===== src/rtl/register_file_pkg.sv =====
// Shared constants and state encoding for the TinyCPU register file.
package register_file_pkg;

    localparam int REG_ADDR_WIDTH = 5;
    localparam int REG_DATA_WIDTH = 32;

    typedef enum logic {
        RF_STATE_INIT,
        RF_STATE_READY
    } rf_state_t;

endpackage


===== src/rtl/register_file.sv =====
// 32-entry, two-read/one-write register file with registered read data,
// write-to-read bypass and a post-reset clear sweep gating ready.
module register_file
    import register_file_pkg::*;
#(
    parameter int DATA_WIDTH  = REG_DATA_WIDTH,
    parameter int ADDR_WIDTH  = REG_ADDR_WIDTH,
    parameter bit ZERO_REG_RO = 1'b0
) (
    input  logic                  clk,
    input  logic                  rst_n,
    input  logic [ADDR_WIDTH-1:0] write_address,
    input  logic [DATA_WIDTH-1:0] write_data,
    input  logic                  write_enable,
    input  logic [ADDR_WIDTH-1:0] read_reg_0,
    input  logic [ADDR_WIDTH-1:0] read_reg_1,
    output logic [DATA_WIDTH-1:0] read_data_0,
    output logic [DATA_WIDTH-1:0] read_data_1,
    output logic                  ready
);

    localparam int NUM_REGS = 1 << ADDR_WIDTH;

    logic [DATA_WIDTH-1:0] mem [NUM_REGS];

    rf_state_t             state;
    logic [ADDR_WIDTH-1:0] clear_idx;
    logic                  wr_commit;
    logic [DATA_WIDTH-1:0] rd_next_0;
    logic [DATA_WIDTH-1:0] rd_next_1;

    // A write counts only in READY and only if it is not aimed at a read-only r0;
    // the same qualified strobe drives both storage and bypass.
    always_comb begin
        wr_commit = (state == RF_STATE_READY) && write_enable &&
                    !(ZERO_REG_RO && (write_address == '0));

        rd_next_0 = mem[read_reg_0];
        if (wr_commit && (write_address == read_reg_0))
            rd_next_0 = write_data;
        if (ZERO_REG_RO && (read_reg_0 == '0))
            rd_next_0 = '0;

        rd_next_1 = mem[read_reg_1];
        if (wr_commit && (write_address == read_reg_1))
            rd_next_1 = write_data;
        if (ZERO_REG_RO && (read_reg_1 == '0))
            rd_next_1 = '0;
    end

    // Storage has no reset; the INIT sweep clears it one entry per cycle.
    always_ff @(posedge clk) begin
        if (state == RF_STATE_INIT)
            mem[clear_idx] <= '0;
        else if (wr_commit)
            mem[write_address] <= write_data;
    end

    always_ff @(posedge clk or negedge rst_n) begin
        if (!rst_n) begin
            state       <= RF_STATE_INIT;
            clear_idx   <= '0;
            ready       <= 1'b0;
            read_data_0 <= '0;
            read_data_1 <= '0;
        end else if (state == RF_STATE_INIT) begin
            clear_idx   <= clear_idx + 1'b1;
            read_data_0 <= '0;
            read_data_1 <= '0;
            if (clear_idx == '1) begin
                state <= RF_STATE_READY;
                ready <= 1'b1;
            end
        end else begin
            read_data_0 <= rd_next_0;
            read_data_1 <= rd_next_1;
        end
    end

endmodule


===== config.mk =====
export PLATFORM = sky130hd
export DESIGN_NAME = register_file
export DESIGN_NICKNAME = d
export VERILOG_FILES = /design/src/rtl/register_file_pkg.sv /design/src/rtl/register_file.sv
export SDC_FILE = /design/constraint.sdc
export NUM_CORES = 1
export LEC_CHECK = 0
export CAP_MARGIN = 10
export CORE_ASPECT_RATIO = 1.25
export CORE_MARGIN = 2
export CORE_UTILIZATION = 40
export DETAILED_ROUTE_END_ITERATION = 10
export PLACE_DENSITY = 0.57
export SKIP_CTS_REPAIR_TIMING = 1
export SLEW_MARGIN = 20
export SYNTH_ARGS = -nofsm -noshare
export SYNTH_HDL_FRONTEND = slang
export SYNTH_SLANG_ARGS = --single-unit

===== constraint.sdc =====
create_clock -name clk -period 5 [get_ports clk]
set_input_delay 0.5 -clock clk [delete_from_list [all_inputs] [get_ports clk]]
set_output_delay 0.5 -clock clk [all_outputs]
set_load 0.005 [all_outputs]

Word level (Yosys, flattened, before mapping)
Memory sizes are Yosys's and may differ from the RTL's.
Cells that the tools add are included.
Widths: inputs -> output; s select.
Cells by class
  equal/unequal tests: 3
  $add $sub $neg: 1
  muxes and demuxes: 13
  reductions and logical operators: 5
  bitwise logic cells: 1
Operators with widths (number)
  $mux 32: 5
  $reduce_or 32->1: 1
  $eq 5x5->1: 2
  $mux 1: 7
  $add 5x1->5 const B: 1
  $eq 5x5->1 const B: 1
  $mux 5: 1
  $logic_and 1x1->1: 3
  $reduce_and 2->1: 1
  $not 1->1: 1
Storage, ports and cells
  flip-flop bits (word level): 71
  bits of input ports: 50
  memories kept: 1
  logic and storage cells: 29
  output and inout port bits: 65
  memory bits (writable): 1024
Memories
  mem: depth 32, width 32, read ports 2, clocked after memory_dff 0, write ports 1, line register_file.sv:24  | logic [DATA_WIDTH-1:0] mem [NUM_REGS];

Logic depth before layout (Yosys ltp)
Gate-level depths: netlist (run 1).
  depth in word-level cells: 6
  depth in mapped cells: 10
  mapped depth without buffers: 5

Least setup slack after synthesis (run 1)
Ideal clock, no wire load.
  path kind: input to register
  from: input port write_enable
  to: memory mem[25][0] (netlist name), enable pin
  required time: 4.579 ns
  arrival time: 2.598 ns
  path buffers: 1
  slack: 1.981 ns
  cell stages on the path: 6
  setup time: 0.421 ns
  cells stage by stage: nand2_1 -> clkbuf_1 -> nand3b_1 -> o21ai_0 -> nand2_1 -> nor2_1
On the way
  longest elaborated chain between the ends: 6
RTL lines
  start: declaration: line register_file.sv:14  | input logic write_enable,
  $logic_and 1x1->1 (*): line register_file.sv:35  | wr_commit = (state == RF_STATE_READY) && write_enable &&
  $mux 1 (*): line register_file.sv:55  | else if (wr_commit)
  $mux 1 (*): line register_file.sv:53  | if (state == RF_STATE_INIT)
  $mux 1 (implied by the code) (*): line register_file.sv:56  | mem[write_address] <= write_data;
  $reduce_or 32->1 (no line)
  $mux 5 (no line) / $mux 1 (equally long branches)
  end: declaration: line register_file.sv:24
Mark *: on every way between the ends. The rest lies on a longest branch, timed or not.

Worst setup path after layout (run 1)
  from: register state
  to: memory mem[31][25] (netlist name), enable pin
On the way
  longest elaborated chain between the ends: 6
RTL lines
  start: declaration: line register_file.sv:26  | rf_state_t state;
  start signal: assignment: line register_file.sv:61  | state <= RF_STATE_INIT;
  start signal: assignment: line register_file.sv:71  | state <= RF_STATE_READY;
  $logic_and 1x1->1: line register_file.sv:35
  $mux 1: line register_file.sv:55
  $mux 1: line register_file.sv:53
  $mux 1 (implied by the code): line register_file.sv:56
  $reduce_or 32->1 (no line)
  $mux 5 (no line) / $mux 1 (equally long branches)
Parallel ways exist; a longest one is shown, timed or not.

==> impl_metrics.toml, run 1 <==
[worst_setup_path]
slowest_delay_ps = 960
arrival_ps = 3860
startpoint = "state$_DFF_PN0_"
endpoint_kind = "flip-flop"
critPathMaxFanout = 25
r2r_start = "state$_DFF_PN0_"
cp_common_cell = "nand2_1"
path_buf_inv = 1
cp.required_ps = 5390
worstSetupStartpointType = "flip-flop"
path_delay_family = "simple AND/OR/NAND/NOR gates"
cpMaxStageDelayCell = "nor2_4"
critPathKind = "reg -> reg"
cp_cell_sequence = "nand2_1 -> o21ai_0 -> nand2_1 -> nor2_4 -> buf_4"

[timing]
skew_ps = 21.06
rsz0062_at_grt = "no"
final-setup-viol-count = 0
drv_slew = 0
final.setup.tns_ps = 0
min_period_ps = 3472
post-route-period-util_pct = 69.43
max_freq_mhz = 288.0
slew_headroom_pct = 20.87
hold_viol_final = 0
worstMarginPinSlew_ps = 1184

[synth]
synth_ff_type = "edfxtp_1"
syn_nets = 3035
yosysTopAreaCell = "edfxtp_1"
ys_seq_area_share_pct = 63.45
yosysWarnings = 0
syn-instance-count = 2983
postSynth.asyncResetShare_pct = 6.484
synth_area_leaders = "edfxtp_1 (60%), mux4_2 (14%), mux2i_1 (8.3%)"
synth_edf_count = 1024
ys_seq_elements = 1095
yosysUniqueCellTypes = 62
synth_top_cell_area_share_pct = 59.98
syn_area_um2 = 51260
synth_area_per_cell_um2 = 17.19

[status]
status = "finished clean"

[floorplan]
io_pins = 115
start_util_pct = 40.38
die_area_um2 = 131100
coreArea_um2 = 127000
die_w_um = 324.2
die_h_um = 404.3
std_cell_rows = 146

[placed_design]
io_buffer_count = 114
place_area_um2 = 54800
dp_hpwl_um = 110300
gp_congestion = 0.8761

[layout]
finalNetCount = 3153
area_growth_pct = 14.10
drive_gt1_share_pct = 22.12
mostFrequentLayoutCells = "edfxtp_1 (1024), mux2i_1 (427), mux4_2 (313), a221oi_1 (151), buf_4 (118)"
final_common_cell = "edfxtp_1"
fin_area_um2 = 58490

[drt]
wl_per_cell_um = 36.90
wirelength_um = 180800
ant_nets = 0
dr_total_vias = 32630
drc = 0
drt_iter0_markers = 4070
first_pass_iters = 5
routed_via_density = 6.661

[flow_run]
cap_violations = 0

[cts]
cts_tree = "done"
cts_buffers = 108
cts.sinks = 1095
clock_path_buffers = 3
clk_latency_ps = 730
clkTransAtPathRegs_ps = 70
clockRootBuffer = "clkbuf_16"
h-tree-depth = 3

[global_route]
grt_pass1_vias = 33170
grt_usage_pct = 27.51
grt_max_degree = 66
grt_pass1_wl_um = 253000
gr-total-overflow = 0
antenna_found_initial = 7

[pwr]
peakVddDrop_v = 0.0002728
leakagePower_nw = 20.91
power_mw = 20.57
powerDensity_nw_per_um2 = 351.6

[hold_path]
hp-class = "in -> async"
-- worst paths after layout --
check	to	slack (ps)	cells past startpoint
hold reg to reg	ready$_DFFE_PN0P_	510	1
min in group clk	read_data_1[14]$_DFF_PN0_	430	3
setup reg to reg	mem[31][25]$_DFFE_PP_	1530	5
setup / recovery	mem[31][25]$_DFFE_PP_	1530	5
max in group asynchronous	read_data_0[16]$_DFF_PN0_	3450	3
hold / removal	read_data_1[8]$_DFF_PN0_	400	2
-- state kept, by name, indices dropped and copies added, names as in the netlist --
| name | count |
|---|---|
| clear_idx | 5 |
| mem | 1024 |
| read_data_0 | 32 |
| read_data_1 | 32 |
| ready | 1 |
| state | 1 |
-- metrics by stage --
stage          worst slack [ps]  utilization, %  instances  hold WS (ps)
4_1_cts                    1500           46.03       4896        -150.9
3_5_place_dp               1030           43.17       4691         479.1
3_3_place_gp               1197           43.17       4691         488.1
6_report                   1528           46.07       4899         401.8
2_1_floorplan              1981               -       2983         204.4
5_1_grt                    1467           46.07       4898         451.1
-- Yosys cell counts (4+ instances only) --
| cell | count |
|---|---|
| edfxtp_1 | 1024 |
| mux2i_1 | 427 |
| mux4_2 | 313 |
| a221oi_1 | 151 |
| clkbuf_1 | 130 |
| nor2_1 | 83 |
| nand2_1 | 76 |
| dfrtp_1 | 71 |
| a21oi_1 | 66 |
| a221o_1 | 66 |
| a22oi_1 | 52 |
| o21ai_1 | 52 |
| o21ai_0 | 47 |
| and3_1 | 44 |
| buf_4 | 38 |
| nand2b_1 | 32 |
| buf_2 | 31 |
| buf_6 | 30 |
| a32oi_1 | 19 |
| a211oi_1 | 18 |
| and2_1 | 16 |
| nand3_1 | 14 |
| a21o_1 | 13 |
| buf_1 | 12 |
| o221a_1 | 12 |
| nor2b_1 | 10 |
| o22ai_1 | 10 |
| o31a_1 | 10 |
| o31ai_1 | 10 |
| nor3_1 | 8 |
| o211ai_1 | 8 |
| xnor2_1 | 8 |
| inv_1 | 7 |
| a31oi_1 | 6 |
| o2111ai_1 | 6 |
| o21bai_1 | 5 |
| xor2_1 | 5 |
| o32a_1 | 4 |
| or2_2 | 4 |
-- layout make-up --
class	count	area, um^2
diodes	1	2.502
clock buffers	139	2930
clock inverters	66	703.2
fillers	10760	68460
inverters	9	35.03
multi-input cells	1635	17700
flip-flops and latches	1095	32530
well taps	1702	2130
repair buffers	252	2467
-- metal layers --
metal / vias to the layer above / track usage (%) / part of all wire (%)
li1: 12840 / - / -
met5: - / 0 / 0.023
met3: 384 / 5.385 / 9.6
met2: 2024 / 44.10 / 48
met1: 17380 / 36.67 / 38
met4: 6 / 11.44 / 4.2
-- kinds of logic after synthesis --
kind of cell / synth area share (%)
XOR/XNOR: 0.2221
buffers and inverters: 2.712
flip-flops: 63.45
multiplexers: 22.15
adder cells (fa/ha/maj): 0.04881
AND/OR/NAND/NOR: 2.878
AO/OA/AOI/OAI: 8.538
-- worst reg2reg max path: stages, from the launching register on --
cell,delay (ps)
dfrtp_4,630
nand2_1,360
o21ai_0,400
nand2_1,300
nor2_4,960
buf_4,480
-- where the power goes --
| group | leakage, nW | switching [mW] | total, mW | internal [mW] |
|---|---|---|---|---|
| clock network | 1.76 | 3.62 | 8.48 | 4.86 |
| logic | 7.67 | 1.22 | 1.93 | 0.713 |
| registers | 11.5 | 0.0483 | 10.2 | 10.1 |
| total | 20.9 | 4.89 | 20.6 | 15.7 |
Note: power is estimated with default switching activity, not from simulation.
==> inputs of run 2 (changes only) <==
==> constraint.sdc (replaced) <==
create_clock -name clk -period 3.6 [get_ports clk]
set_input_delay 0.36 -clock clk [delete_from_list [all_inputs] [get_ports clk]]
set_output_delay 0.36 -clock clk [all_outputs]
set_load 0.005 [all_outputs]
==> impl_metrics.toml, run 2 (same netlist as run 1, synthesis figures left out) <==
[status]
status = "finished clean"

[global_route]
grt_usage_pct = 27.22
grt_pass1_wl_um = 250700
antenna_found_initial = 5
grt_max_degree = 59
grt_pass1_vias = 33310
gr-total-overflow = 0

[floorplan]
start_util_pct = 40.38
io_pins = 115
die_area_um2 = 131100
die_w_um = 324.2
std_cell_rows = 146
coreArea_um2 = 127000
die_h_um = 404.3

[drt]
dr_total_vias = 32950
drc = 0
ant_nets = 0
drt_iter0_markers = 4079
met1_length_um = 69290
route.met3.wl_um = 16970
routed_via_density = 6.616
first_pass_iters = 5
top_layer = "met4"
wl_per_cell_um = 36.03
wirelength_um = 179500
wl_met2_um = 84910

[placed_design]
io_buffer_count = 114
post-place-ws_ps = 709.3
dp_cells = 4769
gp_congestion = 0.8321
dp_hpwl_um = 107300

[worst_setup_path]
arrival_ps = 3180
startpoint = "state$_DFF_PN0_"
cp.required_ps = 3940
reg2reg_slack_ps = 760
worstSetupStartpointType = "flip-flop"
endpoint_kind = "flip-flop"
critPathMaxFanout = 27
critPathKind = "reg -> reg"
r2r_start = "state$_DFF_PN0_"

[timing]
final-setup-viol-count = 0
setup_ws_ps = 760.1
slew_headroom_pct = 29.05
worstMarginPinSlew_ps = 1064
rsz0062_at_grt = "no"
post-route-period-util_pct = 78.89
min_period_ps = 2840
whs_ps = 276.1
final.setup.tns_ps = 0
drv_slew = 0
hold_viol_final = 0
max_freq_mhz = 352.1
skew_ps = 26.41

[cts]
cts_buffers = 110
clkTransAtPathRegs_ps = 70
clock_path_buffers = 3
clockRootBuffer = "clkbuf_16"
clk_latency_ps = 730
cts.sinks = 1095
h-tree-depth = 3
cts_tree = "done"

[layout]
area_growth_pct = 15.48
final-seq-area_um2 = 32530
finalNetCount = 3232
final_common_cell = "edfxtp_1"
drive_gt1_share_pct = 23.72
stdcell_count = 4981
top_regs = "mem x1024, read_data_0 x32, read_data_1 x32"
regMostFlops = "mem"
mostFrequentLayoutCells = "edfxtp_1 (1024), mux2i_1 (427), mux4_2 (313), buf_4 (185), a221oi_1 (151)"
nFillCells = 10620
multi_input_area_um2 = 17680
largest_reg_flops = 1024

[pwr]
leakagePower_nw = 21.31
combPwrFrac_pct = 9.4
netSwitchingFraction_pct = 23.95
clkPwrFrac_pct = 41.1
switchingPower_mw = 6.820
powerDensity_nw_per_um2 = 481.1
power_frac_seq_pct = 49.5
power_mw = 28.48
peakVddDrop_v = 0.0004081
internal_power_mw = 21.66

[flow_run]
cap_violations = 0

[hold_path]
hp-class = "in -> reg"
hold_start = "write_data[7]"
## run 2: cell types whose count changed in the layout (fill, tap and decap cells not counted), sizes merged
| cell | before | now |
|---|---|---|
| bufinv | 14 | 12 |
| buf | 148 | 225 |
| inv | 14 | 11 |
| clkbuf | 140 | 132 |
| clkinvlp | 8 | 11 |
| clkinv | 39 | 52 |
| diode | 1 | 3 |
## run 2: worst max-delay path, stage by stage, from the launching register on
cell and delay, ps:
dfrtp_4 530, nand2_1 320, o21ai_0 380, nand2_1 290, nor2_4 270, buf_4 600
## run 2: layer usage
| layer | GRT usage [%] | up-vias |
|---|---|---|
| li1 | - | 13000 |
| met1 | 36.55 | 17480 |
| met2 | 43.30 | 2070 |
| met3 | 4.764 | 413 |
| met4 | 12.36 | 0 |
| met5 | 0 | - |
## run 2: path summary, 6_finish.rpt
path	endpoint	depth (start not counted)
hold / removal	read_data_1[7]$_DFF_PN0_	3
setup reg to reg	mem[31][3]$_DFFE_PP_	5
max in group asynchronous	read_data_1[26]$_DFF_PN0_	3
min in group asynchronous	read_data_1[0]$_DFF_PN0_	2
setup / recovery	mem[31][3]$_DFFE_PP_	5
hold reg to reg	ready$_DFFE_PN0P_	1
## run 2: cell type report
class / count / area share, %
sequential: 1095 / 54.95
multi-input combinational: 1635 / 29.87
timing repair buffer: 329 / 5.356
clock inverter: 77 / 1.304
inverter: 9 / 0.05918
clock buffer: 131 / 4.853
tap: 1702 / 3.597
antenna: 3 / 0.01268
## run 2: power groups by stage
stage                     Clock (mW)  Sequential, mW  Combinational, mW
after floorplan                    0            14.3               1.45
after global placement             0            14.4               2.62
after detailed placement           0            14.4               2.65
after CTS                       11.8            14.1               2.65
after global routing            12.3            14.1               2.78
final                           11.7            14.1               2.69
## run 2: stage by stage
| stage | utilization, % | instance area, um^2 |
|---|---|---|
| after floorplan | - | 51260 |
| after global placement | 43.73 | 55520 |
| after detailed placement | 43.74 | 55530 |
| after CTS | 46.61 | 59170 |
| after global routing | 46.62 | 59190 |
| final | 46.63 | 59200 |
==> variant 1 (flow settings as in run 2) <==
`REG_ADDR_WIDTH`: 5 -> 3.
--- a/src/rtl/register_file_pkg.sv
+++ b/src/rtl/register_file_pkg.sv
@@ -1,7 +1,7 @@
 // Shared constants and state encoding for the TinyCPU register file.
 package register_file_pkg;
 
-    localparam int REG_ADDR_WIDTH = 5;
+    localparam int REG_ADDR_WIDTH = 3;
     localparam int REG_DATA_WIDTH = 32;
 
     typedef enum logic {
Ports: changed (resized read_reg_0, read_reg_1 and write_address); port bits go from 115 to 109. The function was not compared with the original's and may differ.
==> variant 1 against run 2 <==
Die area shrank 71%. Critical endpoint is now mem[3][25]$_DFFE_PP_. Synthesized area shrank 71%. Wire length shrank 81%. Power shrank 71%. Sequential share of layout area shrank 0.68 points. Sequential power shrank 70%. Final area shrank 71%. Setup slack gained 0.54 ns. Sequential cell count shrank 770. Combinational power shrank 72%. Critical path depth grew 1. First-iteration DRC count shrank 88%.
==> variant 1: results (changes against run 2) <==
| Metric | Value |
|---|---|
| Ys async rst share | 0.212 (+0.147) |
| Arrival time worst endpoint | 2.56 ns (-0.62 ns) |
| Max VDD drop | 304 uV (-26%) |
| Non-clock buffering overhead | 0.0768 (+0.0232) |
| First-pass GRT wire length | 52700 um (-79%) |
| Wire per inst | 24.9 um (-31%) |
| Static Leak | 6.67 nW (-69%) |
| Pre-antenna DRT Iters | 4 (-1) |
| Clk tree area frac | 0.0572 (-0.00438) |
| Layout cells sized above 1 | 0.161 (-0.0766) |
| Most common library cells after synthesis | edfxtp_1 (256), mux4_1 (79), dfrtp_1 (69) |
| H-Tree Depth | 1 (-2) |
| Die boundary width | 176 um (-46%) |
| Drt total wl | 34500 um (-81%) |
| Hpwl dp | 19500 um (-82%) |
| Mux contribution to synthesized area | 0.261 (+0.0394) |
| Syn_nets | 826 (-73%) |
| Filler cells | 3081 (-71%) |
| Top Registers | mem (256), read_data_0 (32), read_data_1 (32) |
| Clock Latency Late Sink | 0.59 ns (-0.14 ns) |
| Met1 WL | 14700 um (-79%) |
| Fin Clk Skew | 0.0268 ns (+0.000407 ns) |
| Register area | 9420 um2 (-71%) |
| Layout Area Growth over Synthesis | 17.8% |
| Critical Path End | mem[3][25]$_DFFE_PP_ |
| Fraction of area in multi-input gates | 0.288 (-0.0104) |
| Max_slew headroom | 0.332 (+0.0413) |
| Distinct cells, synth | 32 (-48%) |
| Placed insts | 1330 (-72%) |
| Initial DRC count | 470 (-88%) |
| Inverter count | 2 (-7) |
| Non-clk bufs | 135 (-59%) |
| Num Clock Sinks | 325 (-70%) |
| Post-synthesis xor/xnor area fraction | 0.00416 (+0.00194) |
| Length in cells of the worst reg-to-reg path | 6 (+1) |
| Routed met3 length | 1670 um (-90%) |
| Antenna cells | 0 (-3) |
| Outcome | finished clean |
| GR Util met3 | 0.0216 (-0.0261) |
| FF-to-FF setup slack | 1.30 ns (+0.54 ns) |
| Routed vias/inst | 5.66 (-14%) |
| Routed wl met2 | 17700 um (-79%) |
| Complex-gate fraction of the synthesized area | 0.0466 (-0.0387) |
variant 1: cell types whose count changed after synthesis, moves of 47 or more:
| cell | run 2 | this run |
|---|---|---|
| edfxtp_1 | 1024 | 256 |
| mux2i_1 | 427 | 64 |
| mux4_2 | 313 | 49 |
| a221oi_1 | 151 | 0 |
| clkbuf_1 | 130 | 25 |
| mux4_1 | 0 | 79 |
| nor2_1 | 83 | 7 |
| nand2_1 | 76 | 2 |
| a221o_1 | 66 | 0 |
| a22oi_1 | 52 | 0 |
| o21ai_1 | 52 | 5 |
variant 1: where the power goes:
group	internal (W)	leakage [nW]	switching (W)
clock	0.00179	0.494	0.00139
combinational	0.000378	2.71	0.000379
sequential	0.00417	3.46	0.0000321
total	0.00633	6.67	0.00180
variant 1: critical path: stages, from the launching register on:
cell     delay [ns]
dfrtp_2        0.44
nand2_1        0.17
o22a_1         0.42
o21ai_0        0.15
buf_4          0.20
nor2_4         0.33
buf_12         0.27
==> variant 2 (config.mk and constraints of run 2) <==
Without the edit above. Make the reset (`rst_n`) synchronous in one clocked block.
--- a/src/rtl/register_file.sv
+++ b/src/rtl/register_file.sv
@@ -56,7 +56,7 @@
             mem[write_address] <= write_data;
     end
 
-    always_ff @(posedge clk or negedge rst_n) begin
+    always_ff @(posedge clk) begin
         if (!rst_n) begin
             state       <= RF_STATE_INIT;
             clear_idx   <= '0;
Behaviour: same outputs for any inputs over 4 cycles, from zero or initial values and one cycle with rst_n low; that may be too few to reach the edited logic, so the function may still have changed.
==> variant 2 against run 2 <==
Wire length down 4.9%. Setup slack worse by 0.12 ns. Worst hold slack better by 0.12 ns. Synthesized area down 1.2%. Via count down 4.9%. First-iteration DRC count down 7.2%. Core utilization about the same. Power down 4.6%. Sequential cell count unchanged. Die area down 1.2%. Global-route usage down 1.0 points. Final area down 1.3%. Clock skew down 0.011 ns. Critical endpoint is now read_data_0[16]$_SDFF_PN0_. Largest cell class unchanged.
==> variant 2: results (changes against run 2) <==
| Metric | Value |
|---|---|
| Initial DRC count | 3784 (-7.2%) |
| Post-synthesis sequential area ratio | 0.635 (+0.00101) |
| Hpwl dp | 97500 um (-9.1%) |
| Switching Fraction | 0.229 (-0.0108) |
| Arrival time worst endpoint | 3.56 ns (+0.38 ns) |
| # clk buffers | 147 (+12%) |
| Wire per inst | 35.5 um (-1.6%) |
| Area of placed instances | 54900 um2 (-1.2%) |
| Inverter count | 8 (-1) |
| Seq/total area | 0.550 (+0.000901) |
| Length in cells of the worst reg-to-reg path | 8 (+3) |
| Critical Path End | read_data_0[16]$_SDFF_PN0_ |
| Fraction of area in multi-input gates | 0.300 (+0.000883) |
| Non-clock buffering overhead | 0.0524 (-0.00116) |
| Slew @ Worst Pin | 1.09 ns (+0.0208 ns) |
| Highest Signal Layer | met5 |
| Non-filler instance count after layout | 4810 (-3.4%) |
| Vias in the first global route | 31900 (-4.1%) |
| Final worst slack | 0.645 ns (-0.115 ns) |
| Syn Area/Cell | 17.6 um2 (+2.5%) |
| Ys async rst share | 0 (-0.0648) |
| Outcome | finished clean |
| Non-clk bufs | 279 (-15%) |
| Routed wl met2 | 82600 um (-2.8%) |
| Pin count of the biggest net entering global routing | 63 (+6.8%) |
| First-pass GRT wire length | 240000 um (-4.4%) |
| Worst slack, placed | 0.449 ns (-0.260 ns) |
| Final Util | 0.466 (about the same) |
| CP Max Fanout | 21 (-22%) |
| Antenna violations before repair | 4 (-1) |
| Area contributors post-synth | edfxtp_1 (61%), mux4_2 (15%), mux2i_1 (7.7%) |
| Fin Clk Skew | 0.0151 ns (-0.0113 ns) |
| Global placement routability congestion | 0.831 (-0.18%) |
| Routed vias/inst | 6.51 (-1.6%) |
| Core area | 125000 um2 (-1.3%) |
## variant 2: metal layers
metal / track usage / vias to the layer above
met3: 0.0438 / 393
met4: 0.108 / 2
met5: 0 / -
met2: 0.428 / 1697
met1: 0.348 / 16700
li1: - / 12600
## variant 2: cells by family (layout without fill, tap and decap cells)
kind of cell | after synthesis | in the layout | share of synthesized area
flip-flops | 1095 | 1095 | 0.635
adder cells (fa/ha/maj) | 2 | 2 | 0.000494
XOR/XNOR | 10 | 10 | 0.00218
buffers and inverters | 246 | 488 | 0.0256
multiplexers | 729 | 729 | 0.228
other | 0 | 3 | 0
AO/OA/AOI/OAI | 528 | 528 | 0.0800
AND/OR/NAND/NOR | 265 | 265 | 0.0278
## variant 2: worst max-delay path, cell delays in order, from the launching register on
cell      delay, ns
dfxtp_2        0.54
buf_4          0.31
a21bo_2        0.20
and2_1         0.27
xnor2_2        0.19
o311ai_4       0.35
buf_4          0.54
nor2b_1        0.11
a211o_1        0.29
